==> config.mk <==
export PLATFORM = sky130hd
export DESIGN_NAME = instr_fetch_unit
export DESIGN_NICKNAME = d
export VERILOG_FILES = /design/src/rtl/instr_fetch_unit.sv
export SDC_FILE = /design/constraint.sdc
export NUM_CORES = 1
export LEC_CHECK = 0
export CAP_MARGIN = 20
export CORE_MARGIN = 2
export CORE_UTILIZATION = 47
export DETAILED_ROUTE_END_ITERATION = 10
export GPL_TIMING_DRIVEN = 0
export PLACE_DENSITY = 0.82
export SLEW_MARGIN = 20
export SYNTH_ARGS = -nofsm -noshare
export SYNTH_HDL_FRONTEND = slang
export SYNTH_SLANG_ARGS = --single-unit
==> constraint.sdc <==
create_clock -name clk -period 5.2 [get_ports clk]
set_input_delay 0.52 -clock clk [delete_from_list [all_inputs] [get_ports clk]]
set_output_delay 0.52 -clock clk [all_outputs]
set_load 0.01 [all_outputs]
==> src/rtl/instr_fetch_unit.sv <==
// Fetch stage: owns the PC and runs the instruction-memory req/ack handshake.
// It holds the fetched word for the decoder and computes the next PC on retire.
//
// state | meaning
// ------+--------------------------------------------------------------
// IDLE  | out of reset, no request outstanding; raises imem_req next cycle
// FETCH | imem_req held high at pc, waiting for imem_ack
// VALID | instr/op_code/funct held for the core, waiting for instr_ready
module instr_fetch_unit #(
    parameter logic [31:0] RESET_PC = 32'h0000_0000
) (
    input  logic        clk,
    input  logic        rst,
    output logic        imem_req,
    output logic [31:0] imem_addr,
    input  logic [31:0] imem_rdata,
    input  logic        imem_ack,
    output logic [31:0] instr,
    output logic [5:0]  op_code,
    output logic [5:0]  funct,
    output logic        instr_valid,
    input  logic        instr_ready,
    input  logic        branch,
    input  logic        jump,
    input  logic        zero,
    output logic [31:0] pc,
    output logic [31:0] pc_plus4,
    output logic [31:0] retire_count
);

    typedef enum logic [1:0] {
        IDLE  = 2'd0,
        FETCH = 2'd1,
        VALID = 2'd2
    } state_t;

    localparam logic [31:0] RESET_PC_ALIGNED = {RESET_PC[31:2], 2'b00};

    state_t      state;
    logic [31:0] branch_off;
    logic [31:0] next_pc;

    assign imem_addr  = pc;
    assign pc_plus4   = pc + 32'd4;
    assign op_code    = instr[31:26];
    assign funct      = instr[5:0];
    assign branch_off = {{14{instr[15]}}, instr[15:0], 2'b00};

    // Jump outranks branch; every target keeps bits [1:0] at zero.
    always_comb begin
        next_pc = pc_plus4;
        if (jump) begin
            next_pc = {pc_plus4[31:28], instr[25:0], 2'b00};
        end else if (branch && zero) begin
            next_pc = pc_plus4 + branch_off;
        end
    end

    always_ff @(posedge clk) begin
        if (rst) begin
            state        <= IDLE;
            pc           <= RESET_PC_ALIGNED;
            imem_req     <= 1'b0;
            instr_valid  <= 1'b0;
            instr        <= 32'd0;
            retire_count <= 32'd0;
        end else begin
            case (state)
                IDLE: begin
                    imem_req <= 1'b1;
                    state    <= FETCH;
                end
                FETCH: begin
                    if (imem_req && imem_ack) begin
                        instr       <= imem_rdata;
                        instr_valid <= 1'b1;
                        imem_req    <= 1'b0;
                        state       <= VALID;
                    end
                end
                VALID: begin
                    if (instr_ready) begin
                        pc           <= next_pc;
                        instr_valid  <= 1'b0;
                        imem_req     <= 1'b1;
                        retire_count <= retire_count + 32'd1;
                        state        <= FETCH;
                    end
                end
                default: begin
                    state    <= IDLE;
                    imem_req <= 1'b0;
                end
            endcase
        end
    end

endmodule
==> results of run 1 <==
[cells in the mapped netlist (5+ instances only)]
cell / instances
and3_1: 14
dfxtp_1: 97
a211oi_1: 9
a21o_1: 18
nor3_1: 8
o21ai_0: 24
a21oi_1: 87
nand2_1: 143
o211ai_1: 9
o21a_1: 7
nand3_1: 29
clkbuf_1: 28
inv_1: 14
nor2_1: 96
nand2b_1: 5
buf_2: 5
nand4_1: 12
xor2_1: 45
ha_1: 37
xnor2_1: 37
and4_1: 7
buf_4: 48
o31ai_1: 8
o22ai_1: 5
[metrics by stage]
| step | worst slack, ns | instance area [um^2] | cells | power (mW) | hold slack, ns |
|---|---|---|---|---|---|
| after global placement | 0.603 | 8910 | 1257 | 1.05 | 0.461 |
| after floorplan | 1.20 | 6620 | 871 | 0.927 | 0.478 |
| after detailed placement | 0.574 | 8910 | 1257 | 1.05 | 0.465 |
| after CTS | 0.550 | 9220 | 1273 | 1.74 | 0.478 |
| final | 0.485 | 9220 | 1273 | 1.73 | 0.476 |
| after global routing | 0.212 | 9220 | 1273 | 1.79 | 0.500 |
[layout make-up]
| cell class | count | area, um^2 |
|---|---|---|
| buffer | 85 | 515 |
| clock buffer | 9 | 225 |
| clock inverter | 7 | 86.3 |
| fill | 1198 | 4610 |
| inverter | 14 | 52.6 |
| multi-input combinational | 675 | 4110 |
| sequential | 97 | 1940 |
| tap | 180 | 225 |
| timing repair buffer | 206 | 2060 |
[routing by layer]
| layer | GRT usage, % | vias up |
|---|---|---|
| met5 | 0 | - |
| met4 | 11.1 | 0 |
| met3 | 4.14 | 35 |
| met2 | 46.5 | 290 |
| met1 | 36.5 | 3224 |
| li1 | - | 3413 |
[registers in the layout (all words and copies together), names as in the netlist]
| name | flops |
|---|---|
| instr | 32 |
| instr_valid | 1 |
| retire_count | 32 |
| state | 2 |
| imem_addr | 30 |
[power breakdown]
part / leakage, nW / total [mW] / internal [mW] / switching, mW
Clock: 0.151 / 0.695 / 0.345 / 0.350
Combinational: 2.73 / 0.255 / 0.123 / 0.132
Sequential: 0.785 / 0.783 / 0.759 / 0.0245
Total: 3.66 / 1.73 / 1.23 / 0.507
[logic make-up (layout without fill, tap and decap cells)]
logic type | after synthesis | after routing | share of synthesized area [%]
compound gates | 204 | 204 | 19.8
buf+inv | 99 | 321 | 8.60
xor+xnor | 82 | 82 | 10.9
other cells | 1 | 6 | 0.0568
fa+ha+maj | 38 | 38 | 7.31
flops | 97 | 97 | 29.4
simple gates | 341 | 341 | 23.3
mux | 4 | 4 | 0.625
[worst register-to-register path: cells and delay by family (launching register included)]
kind	cells	cell delay (ns)
muxes	3	0.71
and+or+nand+nor	8	1.83
DFF	1	0.56
xor gates and xnor gates	1	0.27
adders and majority gates	2	0.65
AOI/OAI and AO/OA	3	0.58
[layout by cell type, fill, tap and decap left out, types with 9 or more instances in the layout]
cell type	netlist	layout
a211oi_1	9	9
nand2_1	143	143
xnor2_1	37	37
o211ai_1	9	9
a21o_1	18	18
ha_1	37	37
clkbuf_16	0	9
buf_4	48	48
clkdlybuf4s50_1	0	206
and3_1	14	14
inv_1	14	14
nand4_1	12	12
nand3_1	29	29
xor2_1	45	45
dfxtp_1	97	97
nor2_1	96	96
a21oi_1	87	87
clkbuf_1	28	28
o21ai_0	24	24
[worst min path at each step]
stage | slack [ns] | cells after the start | end | startpoint
finish | 0.48 | 2 | instr[27]$_SDFFE_PP0P_ | instr[27]$_SDFFE_PP0P_
global route | 0.50 | 2 | instr[31]$_SDFFE_PP0P_ | instr[31]$_SDFFE_PP0P_
CTS | 0.48 | 2 | instr[27]$_SDFFE_PP0P_ | instr[27]$_SDFFE_PP0P_
detailed placement | 0.47 | 2 | instr[27]$_SDFFE_PP0P_ | instr[27]$_SDFFE_PP0P_
global placement | 0.46 | 2 | instr[26]$_SDFFE_PP0P_ | instr[26]$_SDFFE_PP0P_
floorplan | 0.48 | 2 | state[1]$_SDFFE_PP0P_ | state[1]$_SDFFE_PP0P_
==> parameters.txt, run 1 <==
Parameter                              Value

Status
  Status    finished, final reports clean

GRT
  Initial antenna violation count    0
  Maximum number of pins on one net before global-route repair    25
  Global router's overall resource usage    about 28%
  Congestion Overflow GR    0
  Vias in the first global route    about 6400
  Global-route wire length before repair    between 30000 and 40000 um

Synthesis
  Syn Std Cell Area    6600 um^2
  Number of synthesized register bits    97
  Most area-consuming cells after synthesis    dfxtp_1 29%, nand2_1 8.1%, ha_1 7.0%, a21oi_1 6.6%, xor2_1 6.0%
  Synth Area per Inst    7.63 um^2
  Most used flip-flop cell after synthesis    dfxtp_1
  Number of distinct library cell variants in the gate-level netlist after synthesis    between 60 and 70
  Gate count after technology mapping    about 870
  Part of the Yosys area used for sequential elements    29.4%
  Async S/R FF share, synth    0%
  Yosys Warn Count    0
  Synth top area share    between 20% and 30%
  Number of enable flip-flop cells after synthesis    0
  Library cell occupying the most area in the post-synthesis netlist    dfxtp_1

Clocking
  Total CTS buffers    9
  Clock transition at path regs    roughly 0.08 ns
  Number of buffers on the longest clock path    2
  Count of buffers added by post-CTS timing repair for setup    0
  TritonCTS clock tree    built
  Clock latency reported for the late side of the worst-skew pair    roughly 0.37 ns
  Hold buffer count at cts    0
  Quantity of gates resized following cts    0
  H-tree depth reported by CTS    3
  Number of sinks driven by the clock tree    97
  Clock Tree Root    clkbuf_16

Route
  Routed wire length per instance    roughly 17 um
  Routed length on met1    9080 um
  Vias per inst    5.47
  Violation count after the first detailed-route iteration    between 400 and 500
  Pre-Repair DR Iteration Count    7
  Antenna Nets Post-Route    0
  Met2 wire len    10100 um
  Detailed-routed wire length on met3    1660 um
  Top layer reached by signal wires    met4
  Detailed-route DRC error count    0
  Overall via count from detail_route    a little under 7000
  WL final    ~21000 um

Power and ir drop
  Leakage power of the design    about 3.7 nW
  Power density over the cells    about 190 nW/um^2
  Maximum resistive drop on vdd    roughly 0.13 mV

Floorplanning
  Number of top-level design ports    approximately 210
  Initial standard-cell utilization of the core    between 40 and 50%
  Vertical extent of the die    roughly 120 um
  Area of the die    between 15000 and 20000 um^2
  DIE WIDTH    roughly 120 um
  Total core area    between 10000 and 15000 um^2
  Row cnt    between 40 and 50

STA
  Clock skew    ~0.009 ns
  Period Utilization, post-route    between 90% and 100%
  Number of endpoints with negative hold slack in the final report    0
  Post-Route Setup TNS    0 ns
  Fin crit period    4.72 ns
  Worst slew pin tran    between 1 and 1.5 ns
  Total setup violations reported at the end of the flow    0
  Setup repair after global routing missed its margin    false
  Number of pins with negative max-slew slack in the final report    0
  Worst slew margin relative to its limit    about 29%
  Highest attainable clock frequency    around 0.21 GHz

Critical path
  Launching element type of the critical path    flip-flop
  Start of the worst register-to-register path    imem_addr[2]$_SDFFE_PP0P_
  Critical path's top delay family    simple AND/OR/NAND/NOR gates
  Top fanout value on the critical path    9
  Critical Path Max Stage Delay    0.56 ns
  Setup slack of the worst register-to-register path    0.48 ns
  Reg2Reg Capture Point    imem_addr[31]$_SDFFE_PP0P_
  Setup crit start    imem_addr[2]$_SDFFE_PP0P_
  Buffers & Inverters on Critical Path    0
  Slowest CP cell    dfxtp_1
  Setup Crit Path Kind    reg -> reg
  Critical Path Sink Type    flip-flop
  Worst Path Arrival    approximately 5.0 ns
  WP data required    around 5.5 ns
  Number of cells on the worst reg-to-reg path    17
  Count of cell instances traversed by the critical path    17
  Cell-by-cell trace of the critical path    ha_1, and4_1, nand2_1, nor2_2, nand2_1, nor2_1, xor2_1, ha_1, a21oi_1, or3b_1, o2bb2ai_2, nand4_1, nand4_1, o31ai_1, mux2i_1, mux2i_1, mux2_1
  End point of the critical path    imem_addr[31]$_SDFFE_PP0P_

Placement
  Post-detail-place hpwl    around 16000 um
  GPL Wtd Cong    between 0.9 and 1
  Number of buffers inserted by port buffering    around 210

Cells and area
  Growth of design area from synthesis to finish    39.6%
  Post-route core utilization    between 60% and 70%
  Number of nets in the layout    around 1200
  Count of antenna diodes in the layout    0
  Proportion of layout cells with a drive suffix above 1    ~8.4%

Job
  Max-cap check violation count    0

Worst hold path
  Hold crit path type    reg -> reg
Power figures use the tool's default switching activity.
==> run 2, diff against run 1 <==
- HOLD_SLACK_MARGIN: default -> 0.03
- SKIP_CTS_REPAIR_TIMING: default -> 1
==> results of run 2 <==
Same layout as run 1: the final DEF is identical, and so are final timing and power.
